### config.mk
export PLATFORM = sky130hd
export DESIGN_NAME = des_cbc_decrypt_flat
export DESIGN_NICKNAME = d
export VERILOG_FILES = /design/src/rtl/des_cbc_decrypt_if.sv /design/src/rtl/des_cbc_decrypt.sv /design/src/flat_wrapper.sv
export SDC_FILE = /design/constraint.sdc
export NUM_CORES = 1
export LEC_CHECK = 0
export CORE_ASPECT_RATIO = 1.5
export CORE_MARGIN = 1
export CORE_UTILIZATION = 42
export CTS_CLUSTER_DIAMETER = 30
export DETAILED_ROUTE_END_ITERATION = 10
export GPL_ROUTABILITY_DRIVEN = 0
export PLACE_DENSITY = 0.66
export SETUP_SLACK_MARGIN = 0.5
export SYNTH_ARGS = -nofsm -noshare
export SYNTH_HDL_FRONTEND = slang
export SYNTH_SLANG_ARGS = --single-unit
### constraint.sdc
create_clock -name clk -period 13.14 [get_ports clk]
set_clock_uncertainty 0.2 [all_clocks]
set_input_delay 3.285 -clock clk [delete_from_list [all_inputs] [get_ports clk]]
set_output_delay 3.285 -clock clk [all_outputs]
set_load 0.01 [all_outputs]
### src/rtl/des_cbc_decrypt_if.sv
// ---------------------------------------------------------------------------
// des_cbc_decrypt_if
// Handshake and data bundle for the DES-CBC decryptor.
//   key        [64:1]  DES key (bit 64 = DES bit 1), parity bits unused
//   iv         [64:1]  initial chaining value, loaded by iv_load
//   iv_load            load iv into the chain register (IDLE only)
//   ciphertext [64:1]  ciphertext block, sampled with key at accept
//   in_valid / in_ready    input handshake
//   plaintext  [64:1]  recovered plaintext block
//   out_valid / out_ready  output handshake
// master: block producer/consumer side.  slave: the decryptor.
// ---------------------------------------------------------------------------
interface des_cbc_decrypt_if;
    logic [64:1] key;
    logic [64:1] iv;
    logic        iv_load;
    logic [64:1] ciphertext;
    logic        in_valid;
    logic        in_ready;
    logic [64:1] plaintext;
    logic        out_valid;
    logic        out_ready;

    modport master (
        output key, iv, iv_load, ciphertext, in_valid, out_ready,
        input  in_ready, plaintext, out_valid
    );

    modport slave (
        input  key, iv, iv_load, ciphertext, in_valid, out_ready,
        output in_ready, plaintext, out_valid
    );
endinterface

### src/rtl/des_cbc_decrypt.sv
// ---------------------------------------------------------------------------
// des_cbc_decrypt
// Iterative DES-CBC decryptor, one Feistel round per clock.
//   clk  rising-edge clock
//   rst  asynchronous active-high reset
//   bus  des_cbc_decrypt_if.slave (key/iv/ciphertext in, plaintext out)
// A block accepted at edge N (IP applied, key through PC-1) runs rounds
// 1..16 on edges N+1..N+16; the last round also performs swap, FP and the
// chain XOR, so plaintext/out_valid are present for the consumer at edge
// N+17. The chain register moves to the block's ciphertext only when the
// plaintext is taken. Only one block is in flight at a time.
// Internally all vectors are descending [N-1:0]; DES bit k of an N-bit
// quantity lives at index N-k, which the permutation helpers account for.
// ---------------------------------------------------------------------------
module des_cbc_decrypt (
    input  logic               clk,
    input  logic               rst,
    des_cbc_decrypt_if.slave   bus
);

    localparam int IP_T [64] = '{
        58, 50, 42, 34, 26, 18, 10,  2,  60, 52, 44, 36, 28, 20, 12,  4,
        62, 54, 46, 38, 30, 22, 14,  6,  64, 56, 48, 40, 32, 24, 16,  8,
        57, 49, 41, 33, 25, 17,  9,  1,  59, 51, 43, 35, 27, 19, 11,  3,
        61, 53, 45, 37, 29, 21, 13,  5,  63, 55, 47, 39, 31, 23, 15,  7};

    localparam int FP_T [64] = '{
        40,  8, 48, 16, 56, 24, 64, 32,  39,  7, 47, 15, 55, 23, 63, 31,
        38,  6, 46, 14, 54, 22, 62, 30,  37,  5, 45, 13, 53, 21, 61, 29,
        36,  4, 44, 12, 52, 20, 60, 28,  35,  3, 43, 11, 51, 19, 59, 27,
        34,  2, 42, 10, 50, 18, 58, 26,  33,  1, 41,  9, 49, 17, 57, 25};

    localparam int E_T [48] = '{
        32,  1,  2,  3,  4,  5,   4,  5,  6,  7,  8,  9,
         8,  9, 10, 11, 12, 13,  12, 13, 14, 15, 16, 17,
        16, 17, 18, 19, 20, 21,  20, 21, 22, 23, 24, 25,
        24, 25, 26, 27, 28, 29,  28, 29, 30, 31, 32,  1};

    localparam int P_T [32] = '{
        16,  7, 20, 21, 29, 12, 28, 17,   1, 15, 23, 26,  5, 18, 31, 10,
         2,  8, 24, 14, 32, 27,  3,  9,  19, 13, 30,  6, 22, 11,  4, 25};

    localparam int PC1_T [56] = '{
        57, 49, 41, 33, 25, 17,  9,   1, 58, 50, 42, 34, 26, 18,
        10,  2, 59, 51, 43, 35, 27,  19, 11,  3, 60, 52, 44, 36,
        63, 55, 47, 39, 31, 23, 15,   7, 62, 54, 46, 38, 30, 22,
        14,  6, 61, 53, 45, 37, 29,  21, 13,  5, 28, 20, 12,  4};

    localparam int PC2_T [48] = '{
        14, 17, 11, 24,  1,  5,   3, 28, 15,  6, 21, 10,
        23, 19, 12,  4, 26,  8,  16,  7, 27, 20, 13,  2,
        41, 52, 31, 37, 47, 55,  30, 40, 51, 45, 33, 48,
        44, 49, 39, 56, 34, 53,  46, 42, 50, 36, 29, 32};

    // S-boxes, flattened row-major: entry index = row*16 + column.
    localparam int SBOX [8][64] = '{
        '{14, 4,13, 1, 2,15,11, 8, 3,10, 6,12, 5, 9, 0, 7,
           0,15, 7, 4,14, 2,13, 1,10, 6,12,11, 9, 5, 3, 8,
           4, 1,14, 8,13, 6, 2,11,15,12, 9, 7, 3,10, 5, 0,
          15,12, 8, 2, 4, 9, 1, 7, 5,11, 3,14,10, 0, 6,13},
        '{15, 1, 8,14, 6,11, 3, 4, 9, 7, 2,13,12, 0, 5,10,
           3,13, 4, 7,15, 2, 8,14,12, 0, 1,10, 6, 9,11, 5,
           0,14, 7,11,10, 4,13, 1, 5, 8,12, 6, 9, 3, 2,15,
          13, 8,10, 1, 3,15, 4, 2,11, 6, 7,12, 0, 5,14, 9},
        '{10, 0, 9,14, 6, 3,15, 5, 1,13,12, 7,11, 4, 2, 8,
          13, 7, 0, 9, 3, 4, 6,10, 2, 8, 5,14,12,11,15, 1,
          13, 6, 4, 9, 8,15, 3, 0,11, 1, 2,12, 5,10,14, 7,
           1,10,13, 0, 6, 9, 8, 7, 4,15,14, 3,11, 5, 2,12},
        '{ 7,13,14, 3, 0, 6, 9,10, 1, 2, 8, 5,11,12, 4,15,
          13, 8,11, 5, 6,15, 0, 3, 4, 7, 2,12, 1,10,14, 9,
          10, 6, 9, 0,12,11, 7,13,15, 1, 3,14, 5, 2, 8, 4,
           3,15, 0, 6,10, 1,13, 8, 9, 4, 5,11,12, 7, 2,14},
        '{ 2,12, 4, 1, 7,10,11, 6, 8, 5, 3,15,13, 0,14, 9,
          14,11, 2,12, 4, 7,13, 1, 5, 0,15,10, 3, 9, 8, 6,
           4, 2, 1,11,10,13, 7, 8,15, 9,12, 5, 6, 3, 0,14,
          11, 8,12, 7, 1,14, 2,13, 6,15, 0, 9,10, 4, 5, 3},
        '{12, 1,10,15, 9, 2, 6, 8, 0,13, 3, 4,14, 7, 5,11,
          10,15, 4, 2, 7,12, 9, 5, 6, 1,13,14, 0,11, 3, 8,
           9,14,15, 5, 2, 8,12, 3, 7, 0, 4,10, 1,13,11, 6,
           4, 3, 2,12, 9, 5,15,10,11,14, 1, 7, 6, 0, 8,13},
        '{ 4,11, 2,14,15, 0, 8,13, 3,12, 9, 7, 5,10, 6, 1,
          13, 0,11, 7, 4, 9, 1,10,14, 3, 5,12, 2,15, 8, 6,
           1, 4,11,13,12, 3, 7,14,10,15, 6, 8, 0, 5, 9, 2,
           6,11,13, 8, 1, 4,10, 7, 9, 5, 0,15,14, 2, 3,12},
        '{13, 2, 8, 4, 6,15,11, 1,10, 9, 3,14, 5, 0,12, 7,
           1,15,13, 8,10, 3, 7, 4,12, 5, 6,11, 0,14, 9, 2,
           7,11, 4, 1, 9,12,14, 2, 0, 6,10,13,15, 3, 5, 8,
           2, 1,14, 7, 4,10, 8,13,15,12, 9, 0, 3, 5, 6,11}};

    function automatic logic [63:0] perm_ip(input logic [63:0] d);
        logic [63:0] o;
        for (int i = 0; i < 64; i++) o[63-i] = d[64-IP_T[i]];
        return o;
    endfunction

    function automatic logic [63:0] perm_fp(input logic [63:0] d);
        logic [63:0] o;
        for (int i = 0; i < 64; i++) o[63-i] = d[64-FP_T[i]];
        return o;
    endfunction

    function automatic logic [55:0] perm_pc1(input logic [63:0] d);
        logic [55:0] o;
        for (int i = 0; i < 56; i++) o[55-i] = d[64-PC1_T[i]];
        return o;
    endfunction

    function automatic logic [47:0] perm_pc2(input logic [55:0] d);
        logic [47:0] o;
        for (int i = 0; i < 48; i++) o[47-i] = d[56-PC2_T[i]];
        return o;
    endfunction

    // DES round function f(R, K): expand, key mix, S-boxes, P.
    function automatic logic [31:0] feistel(input logic [31:0] r, input logic [47:0] k);
        logic [47:0] x;
        logic [31:0] s;
        logic [31:0] o;
        logic [5:0]  b;
        for (int i = 0; i < 48; i++) x[47-i] = r[32-E_T[i]];
        x = x ^ k;
        for (int j = 0; j < 8; j++) begin
            b = x[47-6*j -: 6];
            // row = outer bits {b1,b6}, column = inner bits b2..b5
            s[31-4*j -: 4] = 4'(SBOX[j][{b[5], b[0], b[4:1]}]);
        end
        for (int i = 0; i < 32; i++) o[31-i] = s[32-P_T[i]];
        return o;
    endfunction

    typedef enum logic [1:0] {IDLE, ROUND, OUT} state_t;

    state_t      state_reg;
    logic [4:0]  round_reg;
    logic [31:0] l_reg;
    logic [31:0] r_reg;
    logic [27:0] c_reg;
    logic [27:0] d_reg;
    logic [63:0] ct_reg;
    logic [63:0] chain_reg;
    logic [63:0] pt_reg;
    logic        out_valid_reg;

    logic [47:0] subkey;
    logic [31:0] f_out;
    logic [31:0] r_next;
    logic        rot_one;
    logic [63:0] pt_next;

    // C/D start at C0/D0, which equal C16/D16, so round 1 uses K16 directly.
    // After round r the halves rotate right by the left-shift amount of
    // schedule step 17-r, yielding C(16-r)/D(16-r) for the next round.
    // Steps 1, 2, 9 and 16 shift by one, i.e. rounds 16, 15, 8 and 1.
    always_comb begin
        subkey  = perm_pc2({c_reg, d_reg});
        f_out   = feistel(r_reg, subkey);
        r_next  = l_reg ^ f_out;
        rot_one = (round_reg == 5'd1) || (round_reg == 5'd8) ||
                  (round_reg == 5'd15) || (round_reg == 5'd16);
        // Final swap: preoutput is R16 || L16, with L16 = R15.
        pt_next = perm_fp({r_next, r_reg}) ^ chain_reg;
    end

    // Reset also gates in_ready so it reads 0 throughout reset.
    assign bus.in_ready  = (state_reg == IDLE) && !bus.iv_load && !rst;
    assign bus.plaintext = pt_reg;
    assign bus.out_valid = out_valid_reg;

    always_ff @(posedge clk or posedge rst) begin
        if (rst) begin
            state_reg     <= IDLE;
            round_reg     <= 5'd0;
            l_reg         <= 32'd0;
            r_reg         <= 32'd0;
            c_reg         <= 28'd0;
            d_reg         <= 28'd0;
            ct_reg        <= 64'd0;
            chain_reg     <= 64'd0;
            pt_reg        <= 64'd0;
            out_valid_reg <= 1'b0;
        end else begin
            case (state_reg)
                IDLE: begin
                    if (bus.iv_load) begin
                        chain_reg <= bus.iv;
                    end else if (bus.in_valid) begin
                        ct_reg         <= bus.ciphertext;
                        {c_reg, d_reg} <= perm_pc1(bus.key);
                        {l_reg, r_reg} <= perm_ip(bus.ciphertext);
                        round_reg      <= 5'd1;
                        state_reg      <= ROUND;
                    end
                end
                ROUND: begin
                    l_reg <= r_reg;
                    r_reg <= r_next;
                    if (rot_one) begin
                        c_reg <= {c_reg[0], c_reg[27:1]};
                        d_reg <= {d_reg[0], d_reg[27:1]};
                    end else begin
                        c_reg <= {c_reg[1:0], c_reg[27:2]};
                        d_reg <= {d_reg[1:0], d_reg[27:2]};
                    end
                    // The counter stops at 16; it is reloaded on the next accept.
                    if (round_reg == 5'd16) begin
                        pt_reg        <= pt_next;
                        out_valid_reg <= 1'b1;
                        state_reg     <= OUT;
                    end else begin
                        round_reg <= round_reg + 5'd1;
                    end
                end
                OUT: begin
                    if (bus.out_ready) begin
                        chain_reg     <= ct_reg;
                        out_valid_reg <= 1'b0;
                        state_reg     <= IDLE;
                    end
                end
                default: state_reg <= IDLE;
            endcase
        end
    end

endmodule
### src/flat_wrapper.sv
// flat-port wrapper written by rule: the top's interface ports become plain ports
module des_cbc_decrypt_flat 
  (clk, rst, bus_key, bus_iv, bus_iv_load, bus_ciphertext, bus_in_valid, bus_out_ready, bus_in_ready, bus_plaintext, bus_out_valid);
  des_cbc_decrypt_if bus_i ();
  input  logic clk;
  input  logic rst;
  input wire logic [$bits(bus_i.key)-1:0] bus_key;
  input wire logic [$bits(bus_i.iv)-1:0] bus_iv;
  input wire logic [$bits(bus_i.iv_load)-1:0] bus_iv_load;
  input wire logic [$bits(bus_i.ciphertext)-1:0] bus_ciphertext;
  input wire logic [$bits(bus_i.in_valid)-1:0] bus_in_valid;
  input wire logic [$bits(bus_i.out_ready)-1:0] bus_out_ready;
  output wire logic [$bits(bus_i.in_ready)-1:0] bus_in_ready;
  output wire logic [$bits(bus_i.plaintext)-1:0] bus_plaintext;
  output wire logic [$bits(bus_i.out_valid)-1:0] bus_out_valid;
  assign bus_i.key = bus_key;
  assign bus_i.iv = bus_iv;
  assign bus_i.iv_load = bus_iv_load;
  assign bus_i.ciphertext = bus_ciphertext;
  assign bus_i.in_valid = bus_in_valid;
  assign bus_i.out_ready = bus_out_ready;
  assign bus_in_ready = bus_i.in_ready;
  assign bus_plaintext = bus_i.plaintext;
  assign bus_out_valid = bus_i.out_valid;
  des_cbc_decrypt u_core (.clk(clk), .rst(rst), .bus(bus_i));
endmodule
## Word-level counts from Yosys, hierarchy flattened

Memory sizes are Yosys's and may differ from the RTL's.
Cells that the tools add are included.

- Logic and storage cells: 114
- Output and inout port bits: 66
- Register bits after elaboration: 320
- Memories kept: 8
- Bits in read-only memories: 16384
- Input port bits: 197

- Muxes and demuxes: 45
- Reduce and logical (&&, ||, !) cells: 18
- Eq/ne operators: 12
- Bitwise logic cells: 12
- $add $sub $neg: 1
- Order comparisons: 8

Memories:

| memory | words | bits a word | read ports | clocked after memory_dff | wr ports | RTL line | RTL |
|---|---|---|---|---|---|---|---|
| (no name shown) | 64 | 32 | 1 | 0 | 0 | des_cbc_decrypt.sv:125 | `s[31-4*j -: 4] = 4'(SBOX[j][{b[5], b[0], b[4:1]}]);` |
| (no name shown) | 64 | 32 | 1 | 0 | 0 | des_cbc_decrypt.sv:125 |  |
| (no name shown) | 64 | 32 | 1 | 0 | 0 | des_cbc_decrypt.sv:125 |  |
| (no name shown) | 64 | 32 | 1 | 0 | 0 | des_cbc_decrypt.sv:125 |  |
| (no name shown) | 64 | 32 | 1 | 0 | 0 | des_cbc_decrypt.sv:125 |  |
| (no name shown) | 64 | 32 | 1 | 0 | 0 | des_cbc_decrypt.sv:125 |  |
| 2 more memories | - | - | - | - | - | - |  |

Operators by type and width:

| cell | number |
|---|---|
| $mux 28 | 6 |
| $mux 32 | 4 |
| $mux 64 | 2 |
| $pmux 32 s2 | 2 |
| $pmux 64 s2 | 1 |
| $pmux 28 s2 | 2 |
| $mux 4 | 16 |
| $xor 64x64->64 | 1 |
| $ge 7x7->1 const B | 8 |
| $not 6->7 | 8 |
| $xor 48x48->48 | 1 |
| $xor 32x32->32 | 1 |
| $mux 5 | 3 |
| $reduce_and 3->1 | 4 |
| $eq 5x4->1 const B | 2 |
| $ne 2x2->1 const B | 5 |
| $pmux 5 s2 | 1 |
| $mux 2 | 4 |
| $reduce_and 4->1 | 2 |
| $pmux 2 s3 | 1 |
| $reduce_bool 2->1 | 3 |
| $add 5x1->5 const B | 1 |
| $eq 5x1->1 const B | 1 |
| $eq 5x5->1 const B | 1 |
| other kinds (11) | 16 |

## Depth between registers and ports, before layout

Gate-level depths: netlist (run 1).

- Depth after elaboration: 7
- Depth in mapped cells: 11
- Depth with buffers taken out: 10

## Worst setup path after synthesis (run 1)

Ideal clock, no wire load.

- Path type: in2out
- From: input bus_iv_load
- To: output bus_in_ready
- Data required time: 9655 ps
- Buffers on the path: 0
- Stages: 1
- Slack: 5964 ps
- Arrival time: 3691 ps
- Cell sequence: nor4_1

- Word-level cells in the longest chain between the ends: 3

RTL lines:

| what | RTL line | RTL |
|---|---|---|
| start, declared | flat_wrapper.sv:9 | `input wire logic [$bits(bus_i.iv_load)-1:0] bus_iv_load;` |
| $logic_not 1->1 | des_cbc_decrypt.sv:165 | `assign bus.in_ready = (state_reg == IDLE) && !bus.iv_load && !rst;` |
| $logic_and 1x1->1 (2 in a row) | des_cbc_decrypt.sv:165 |  |
| end, declared | flat_wrapper.sv:13 | `output wire logic [$bits(bus_i.in_ready)-1:0] bus_in_ready;` |

Every way passes these cells.

## Worst setup path after layout (run 1)

- From: input rst
- To: output bus_in_ready

- Word-level cells in the longest chain between the ends: 2

RTL lines:

| what | RTL line | RTL |
|---|---|---|
| start, declared | flat_wrapper.sv:6 | `input logic rst;` |
| $logic_not 1->1 | des_cbc_decrypt.sv:165 |  |
| $logic_and 1x1->1 | des_cbc_decrypt.sv:165 |  |

Every way passes these cells.

==> results.md, run 1 <==
- Outcome: finished, final reports clean
- WL final: 67.4 mm
- WP data arrival: 4.59 ns
- Most common library cell in the layout ignoring fill and taps: nand2_1
- I/O pin total: 263
- Yosys top cell by area: dfrtp_1
- Num CTS Buffers: 58
- Post-synth top flop: dfrtp_1
- Clock Latency Late Sink: 0.59 ns
- R2r setup slk: 9.02 ns
- Crit path capture type: primary output
- CTS clk-pin slew, worst paths: approximately 0.050 ns
- Syn avg cell area: between 8 and 9 um^2
- Detailed Place HPWL: 46.8 mm
- Actual slew at the worst max-slew pin: approximately 1.3 ns
- Initial DRC Count: 1,312
- Synth top area share: ~38%
- Synth unique cells: between 70 and 80
- Max Cap Violations: 0
- Grt ovf: 0
- Critical path class: in -> out
- Clock Sinks: 320
- Initial antenna violation count: 6
- Crit. Startpoint: rst
- Drt wl/cell: between 20 and 25 um
- RSZ-0062 raised after global routing: false
- Hold Path End: u_core.ct_reg[62]$_DFFE_PP0P_
- Post-synthesis sequential area ratio: 37.7%
- Starting Density: 42.7%
- Final min period: 8.07 ns
- Maximum clock path buffer count: 3
- Period utilization: 61.4%
- Reg2Reg Depth: 10
- Vias: 18,700
- Vias in the first global route: 18,700
- Max FO, Critical Path: 2
- Critical Path Most Common Cell: clkdlybuf4s50_1
- Crit start category: input port
- Layout cells sized above 1: under 10%
- Post-Syn Instances: 2,382
- Most frequent cells in the layout: nand2_1, dfrtp_1, clkdlybuf4s50_1, mux2i_1, o21ai_0
- PostCTS Resize Cnt: 0
- # Post-CTS Setup Buffers: 0
- Area Growth Syn to Fin: 23.1%
- Max Slew Vio Count: 0
- CP cell instances: clkdlybuf4s50_1, nor4_1, clkdlybuf4s50_1
- Synth warn: 0
- Die Span X: between 150 and 200 um
- Vias/cell: 5.74
- CTS hold repair buffers: 0
- Final core utilization: 52.5%
- Worst Hold Depth: 2
- Endpoints failing setup: 0
- Global-route wire length before repair: approximately 110 mm
- R2R Path End: u_core.bus.plaintext[37]$_DFFE_PP0P_
- Root buf cell: clkbuf_16
- Final #Nets: roughly 2,800
- Post-synth net total: 2,645
- Hold crit path type: reg -> reg
- Total track usage: between 20% and 30%
- Number of flops mapped to enable cells by yosys: 0
- DIE AREA: approximately 0.052 mm^2
- Reg-to-reg startpoint: u_core.r_reg[25]$_DFFE_PP0P_
- Fmax: 124 MHz
- Syn Std Cell Area: 0.0212 mm^2
- Final Hold Viols: 0
- Residual DRC: 0
- Largest net degree at the start of global routing: 109
- DRT antenna net count: 0
- CP peak stage delay: 0.58 ns
- #FFs+latches synth: 320
- CTS tree: yes
- Slowest CP cell: clkdlybuf4s50_1
- Hold path startpoint: u_core.ct_reg[62]$_DFFE_PP0P_
- H-Tree Depth: 2
- CP required: around 9.7 ns
- Top post-synthesis cells by area: dfrtp_1, mux2i_1, nand2_1
- IO Port Bufs: 254
- Total iterations of the first detailed-routing run: 5
- Post-synthesis async set-or-reset flop share: 100%
- Core area: 0.0498 mm^2
- Relative slew margins: 11.9%
- TNS Setup: 0 ns
- Rows: 100
- Die H: 277 um
[per-layer routing]
metal / global-route usage [%] / up-vias / share of wire (%)
met1: 30.4 / 9028 / 38
met4: 14.3 / 4 / 5.8
met5: 0 / - / 0.039
met3: 3.99 / 190 / 5.8
li1: - / 8711 / -
met2: 45.9 / 743 / 50
[synth_stat cells (29+ instances only)]
cell type	instances
nand2_1	451
o21a_1	58
dfrtp_1	320
o221ai_1	60
xor2_1	71
nor3_1	39
ha_1	66
a21oi_1	74
buf_2	29
o21ai_0	180
mux2i_1	180
clkbuf_1	123
xnor2_1	124
nor2_1	98
a31oi_1	54
inv_1	95
nand3_1	53
[cell families (layout without fill, tap and decap cells)]
family	count (synthesis)	count (layout)	share of synthesized area, %
adder cells (fa/ha/maj)	66	66	3.89
buffers and inverters	279	486	5.39
AND/OR/NAND/NOR	725	725	14.5
XOR/XNOR	213	213	9.71
other	0	4	0
flip-flops	320	320	37.7
AO/OA/AOI/OAI	569	569	17.6
multiplexers	210	210	11.3
[critical path, delay by kind of cell]
family	cells	cell delay, ns
buffers and inverters	2	1.09
and+or+nand+nor	1	0.21
[area by class of cell]
class,count,area (um^2)
clock inverter,39,445
inverter,101,387
antenna,4,10.0
clock buffer,70,1600
sequential,320,8010
fill,4561,23700
timing repair buffer,276,2710
tap,663,830
multi-input combinational,1783,12200
[worst max path at each step]
stage | end | slack [ns] | cells past startpoint
after detailed placement | bus_in_ready | 5.08 | 3
after floorplan | u_core.bus.out_valid$_DFFE_PP0P_ | 0.80 | 1
final | bus_in_ready | 5.07 | 3
after CTS | bus_in_ready | 5.05 | 3
after global routing | bus_in_ready | 4.98 | 3
after global placement | bus_in_ready | 5.05 | 3
[stage by stage]
stage / cells / cell area, um^2 / worst slack, ns / hold WS, ns
after floorplan: 2382 / 21200 / 0.799 / 0.245
after global placement: 3143 / 24100 / 5.05 / 0.257
after detailed placement: 3143 / 24100 / 5.08 / 0.261
after CTS: 3252 / 26100 / 5.05 / 0.274
after global routing: 3256 / 26100 / 4.98 / 0.284
final: 3256 / 26100 / 5.07 / 0.270
Power of run 1 is not shown: default switching activity piles up to over one toggle a cycle in this logic, so the estimate is an artifact.
==> run 2: changes to the inputs <==
--- a/config.mk
+++ b/config.mk
@@ -11,7 +11,7 @@
 export CTS_CLUSTER_DIAMETER = 30
 export DETAILED_ROUTE_END_ITERATION = 10
 export GPL_ROUTABILITY_DRIVEN = 0
-export PLACE_DENSITY = 0.66
+export PLACE_DENSITY = 0.69
 export SETUP_SLACK_MARGIN = 0.5
 export SYNTH_ARGS = -nofsm -noshare
 export SYNTH_HDL_FRONTEND = slang
==> constraint.sdc (replaced) <==
create_clock -name clk -period 7 [get_ports clk]
set_clock_uncertainty 0.2 [all_clocks]
set_input_delay 1.75 -clock clk [delete_from_list [all_inputs] [get_ports clk]]
set_output_delay 1.75 -clock clk [all_outputs]
set_load 0.01 [all_outputs]
==> results.md, run 2 (synthesized netlist as in run 1, its figures left out) <==
- Outcome: finished, final reports clean
- Residual DRC: 0 (unchanged)
- Most frequent cells in the layout: nand2_1, dfrtp_1, clkdlybuf4s50_1, mux2i_1, o21ai_0
- Clock Sinks: 320 (unchanged)
- Die Span X: 186 um (unchanged)
- Slowest CP cell: clkdlybuf4s50_1
- CP cell instances: clkdlybuf4s50_1, nor4_1, clkdlybuf4s50_1
- Buffers and inverters on the worst path: 2 (unchanged)
- Hold crit path type: reg -> reg
- Largest net degree at the start of global routing: 208 (+91%)
- Root buf cell: clkbuf_16
- Relative slew margins: 13.1% (+1.2 points)
- Rows: 100 (unchanged)
- Initial antenna violation count: 5 (-1)
- Num CTS Buffers: 55 (-5.2%)
- CTS hold repair buffers: 0 (unchanged)
- Worst Hold Depth: 2 (unchanged)
- Crit. Startpoint: bus_iv_load
- Area Growth Syn to Fin: 22.6%
- Actual slew at the worst max-slew pin: 1.29 ns (-0.0231 ns)
- I/O pin total: 263 (unchanged)
- CTS tree: yes
- Final Hold Viols: 0 (unchanged)
- Grt ovf: 0 (unchanged)
- Crit path capture type: primary output
- PostCTS Resize Cnt: 0 (unchanged)
- Global-route wire length before repair: 105 mm (about the same)
- WP data arrival: 3.02 ns (-1.57 ns)
- H-Tree Depth: 2 (unchanged)
- IO Port Bufs: 254 (unchanged)
- Final Cell Area: 0.0260 mm^2 (-0.36%)
- Detailed Place HPWL: 47.3 mm (+1.1%)
- Maximum clock path buffer count: 3 (unchanged)
- Top delay family on crit path: buffers and inverters
- R2R Path End: u_core.bus.plaintext[35]$_DFFE_PP0P_
- Starting Density: 42.7% (unchanged)
- Drt wl/cell: 20.8 um (+0.41%)
- Placed Area: 0.0241 mm^2 (about the same)
- CP peak stage delay: 0.59 ns (about the same)
- Total iterations of the first detailed-routing run: 8 (+3)
- Period utilization: 71.0%
- Hold path startpoint: u_core.ct_reg[5]$_DFFE_PP0P_
- Critical path class: in -> out
- WL final: 67.5 mm (+0.13%)
- Initial DRC Count: 1,528 (+16%)
- CP required: 5.05 ns (-4.60 ns)
- Reg2Reg Depth: 9 (-1)
- Most common library cell in the layout ignoring fill and taps: nand2_1
- Endpoints failing setup: 0 (unchanged)
- Reg-to-reg startpoint: u_core.r_reg[0]$_DFFE_PP0P_
- Layout cells sized above 1: 6.93% (-0.17 points)
- DIE AREA: 0.0515 mm^2 (unchanged)
- TNS Setup: 0 ns (unchanged)
- R2r setup slk: 2.70 ns (-6.32 ns)
- Max Cap Violations: 0 (unchanged)
- DRT antenna net count: 0 (unchanged)
- Hold Path End: u_core.ct_reg[5]$_DFFE_PP0P_
- Vias in the first global route: 18,900 (+0.58%)
- Final min period: 4.97 ns
- Total track usage: 26.3% (+0.031 points)
- Max FO, Critical Path: 3 (+1)
- Die H: 277 um (unchanged)
- Max Slew Vio Count: 0 (unchanged)
- Critical Path Most Common Cell: clkdlybuf4s50_1
- CTS clk-pin slew, worst paths: 0.05 ns (about the same)
- Core area: 0.0498 mm^2 (unchanged)
- RSZ-0062 raised after global routing: false
- Clock Latency Late Sink: 0.58 ns (about the same)
- Final #Nets: 2,798 (-0.18%)
- Vias: 18,800 (+0.89%)
- # Post-CTS Setup Buffers: 0 (unchanged)
- Fmax: 201 MHz
- Vias/cell: 5.80 (+1.2%)
- Crit start category: input port
[run 2: worst max-delay path by stage]
stage | end | cells past startpoint
2_1_floorplan | u_core.bus.out_valid$_DFFE_PP0P_ | 1
3_3_place_gp | bus_in_ready | 3
3_5_place_dp | bus_in_ready | 3
4_1_cts | bus_in_ready | 3
5_1_grt | bus_in_ready | 3
6_report | bus_in_ready | 3
[run 2: metal layers]
layer	vias up	share of wire, %	global-route usage (%)
met1	9191	38	30.7
met4	4	5.9	14.4
met2	766	50	45.8
li1	8702	-	-
met5	-	0.050	0
met3	180	5.8	3.52
[run 2: metrics by stage]
stage / util, % / setup slack [ns] / hold WS (ns) / instances
2_1_floorplan: - / 0.783 / 0.245 / 2382
3_3_place_gp: 48.4 / 2.04 / 0.256 / 3141
3_5_place_dp: 48.4 / 2.03 / 0.262 / 3141
4_1_cts: 52.3 / 2.01 / 0.275 / 3245
5_1_grt: 52.3 / 1.93 / 0.285 / 3247
6_report: 52.3 / 2.03 / 0.271 / 3247
[run 2: area by class of cell]
cell class | count | area, um^2
Fill cell | 4604 | 23700
Multi-Input combinational cell | 1783 | 12200
Sequential cell | 320 | 8010
Timing Repair Buffer | 274 | 2730
Clock buffer | 62 | 1460
Tap cell | 663 | 830
Clock inverter | 42 | 470
Inverter | 101 | 383
Antenna cell | 2 | 5.00
[run 2: worst reg2reg max path, cell delays in order (launching register included)]
cell and delay (ns):
dfrtp_1 0.56, xnor2_1 0.90, inv_1 0.20, ha_1 0.42, mux4_2 0.46, nor2_1 0.10, a31oi_1 0.04, o21ai_0 0.84
xnor3_1 0.34, o21ai_0 0.16
Power of run 2 is left out for the same reason.
==> run 3: changes to the inputs <==
--- a/config.mk
+++ b/config.mk
@@ -11,7 +11,7 @@
 export CTS_CLUSTER_DIAMETER = 30
 export DETAILED_ROUTE_END_ITERATION = 10
 export GPL_ROUTABILITY_DRIVEN = 0
-export PLACE_DENSITY = 0.69
+export PLACE_DENSITY = 0.66
 export SETUP_SLACK_MARGIN = 0.5
 export SYNTH_ARGS = -nofsm -noshare
 export SYNTH_HDL_FRONTEND = slang
==> constraint.sdc (replaced) <==
create_clock -name clk -period 4.7 [get_ports clk]
set_clock_uncertainty 0.2 [all_clocks]
set_input_delay 1.175 -clock clk [delete_from_list [all_inputs] [get_ports clk]]
set_output_delay 1.175 -clock clk [all_outputs]
set_load 0.01 [all_outputs]
==> results.md, run 3 (synthesized netlist as in run 1, its figures left out) <==
- Final min period: about 4.0 ns
- Drt wl/cell: 20.8 um (about the same)
- Vias: 18,800 (-0.0053%)
- Core area: 0.0498 mm^2 (unchanged)
- PostCTS Resize Cnt: 0 (unchanged)
- Die H: 277 um (unchanged)
- Num CTS Buffers: 57 (+3.6%)
- Vias in the first global route: 18,700 (-0.81%)
- Largest net degree at the start of global routing: 118 (-43%)
- DIE AREA: 0.0515 mm^2 (unchanged)
- Max FO, Critical Path: 9 (+6)
- DRT antenna net count: 0 (unchanged)
- Final #Nets: 2,826 (+1.0%)
- Relative slew margins: 21.8% (+8.6 points)
- Clock Sinks: 320 (unchanged)
- Vias/cell: 5.75 (-0.98%)
- Root buf cell: clkbuf_16
- Endpoints failing setup: 0 (unchanged)
- Critical path class: reg -> reg
- Maximum clock path buffer count: 3 (unchanged)
- Area Growth Syn to Fin: 24.2%
- H-Tree Depth: 2 (unchanged)
- Final Hold Viols: 0 (unchanged)
- Setup WS pre-CTS: 0.802 ns (-1.23 ns)
- Starting Density: 42.7% (unchanged)
- CP required: 4.99 ns (-0.06 ns)
- Initial antenna violation count: 8 (+3)
- Final hold slack: 0.269 ns (-0.00291 ns)
- Total iterations of the first detailed-routing run: 5 (-3)
- Period utilization: 84.5%
- Total track usage: 26.4% (+0.16 points)
- Crit start category: register
- Global-route wire length before repair: 106 mm (+0.82%)
- Most frequent cells in the layout: nand2_1, dfrtp_1, clkdlybuf4s50_1, mux2i_1, o21ai_0
- Outcome: finished, final reports clean
- Initial DRC Count: 1,187 (-22%)
- Hold crit path type: reg -> reg
- CP cell instances: xnor2_1, inv_1, ha_1, nor2_1, nor2_1, o311ai_0, o311ai_0, o21ai_0, xnor3_1, mux2_2
- Most common library cell in the layout ignoring fill and taps: nand2_1
- Top delay family on crit path: XOR/XNOR gates
- Crit path capture type: register
- Grt ovf: 0 (unchanged)
- Max Slew Vio Count: 0 (unchanged)
- Rows: 100 (unchanged)
- CTS tree: yes
- Actual slew at the worst max-slew pin: 1.17 ns (-0.124 ns)
- WP data arrival: 4.26 ns (+1.24 ns)
- Final core utilization: 53.0% (+0.70 points)
- WL final: 68.1 mm (+0.99%)
- Layout cells sized above 1: 7.89% (+0.96 points)
- I/O pin total: 263 (unchanged)
- Buffers and inverters on the worst path: 1 (-1)
- Detailed Place HPWL: 48.6 mm (+2.6%)
- IO Port Bufs: 254 (unchanged)
- CP peak stage delay: 0.78 ns (+0.19 ns)
- CTS hold repair buffers: 0 (unchanged)
- CTS clk-pin slew, worst paths: 0.06 ns (about the same)
- Max Cap Violations: 0 (unchanged)
- Die Span X: 186 um (unchanged)
- Residual DRC: 0 (unchanged)
- RSZ-0062 raised after global routing: false
- Fmax: around 250 MHz
- # Post-CTS Setup Buffers: 0 (unchanged)
- Slack of the critical path: 0.726 ns (-1.30 ns)
- Clock Latency Late Sink: 0.60 ns (+0.02 ns)
- Slowest CP cell: xnor2_1
- TNS Setup: 0 ns (unchanged)
- Fillers: 4,626 (+0.48%)
==> run 3: cell types whose count changed in the layout (fill, tap and decap cells not counted), moves of 3 or more <==
cell	change
clkbuf_8	+4
diode_2	+3
buf_12	+8
buf_4	+18
clkinv_4	+6
inv_8	-5
==> run 3: final timing paths <==
path / endpoint / slack (ns) / cells after the start / startpoint
setup / recovery: u_core.bus.plaintext[37]$_DFFE_PP0P_ / 0.73 / 10 / u_core.r_reg[25]$_DFFE_PP0P_
hold / removal: u_core.ct_reg[45]$_DFFE_PP0P_ / 0.27 / 2 / u_core.ct_reg[45]$_DFFE_PP0P_
setup reg to reg: u_core.bus.plaintext[37]$_DFFE_PP0P_ / 0.73 / 10 / u_core.r_reg[25]$_DFFE_PP0P_
hold reg to reg: u_core.ct_reg[45]$_DFFE_PP0P_ / 0.27 / 2 / u_core.ct_reg[45]$_DFFE_PP0P_
max in group asynchronous: u_core.ct_reg[43]$_DFFE_PP0P_ / 2.46 / 3 / rst
min in group asynchronous: u_core.bus.plaintext[3]$_DFFE_PP0P_ / 0.92 / 2 / rst
==> run 3: area by class of cell <==
cell class                 count  area, um^2  area share, %
antenna                        5        12.5         0.0474
timing repair buffer         300        3030           11.5
multi-input combinational   1783       12200           46.0
sequential                   320        8010           30.4
tap                          663         830           3.14
inverter                     101         383           1.45
clock buffer                  69        1570           5.96
clock inverter                38         407           1.54
==> run 3: stage by stage <==
step,cell area (um^2),cells
after floorplan,21200,2382
after global placement,24400,3167
after detailed placement,24400,3167
after CTS,26400,3274
after global routing,26400,3278
final,26400,3279
==> run 3: layer usage <==
layer	global-route usage, %	up-vias	part of all wire (%)
li1	-	8743	-
met2	45.6	648	50
met4	14.9	8	5.8
met5	0	-	0.075
met1	31.1	9279	39
met3	3.68	164	4.9
==> run 3: worst register-to-register path, cell delays in order (launching register included) <==
cell and delay (ns):
dfrtp_1 0.49, xnor2_1 0.79, inv_1 0.38, ha_1 0.35, nor2_1 0.17, nor2_1 0.06
o311ai_0 0.47, o311ai_0 0.27, o21ai_0 0.19, xnor3_1 0.25, mux2_2 0.27
Power of run 3 is left out for the same reason.
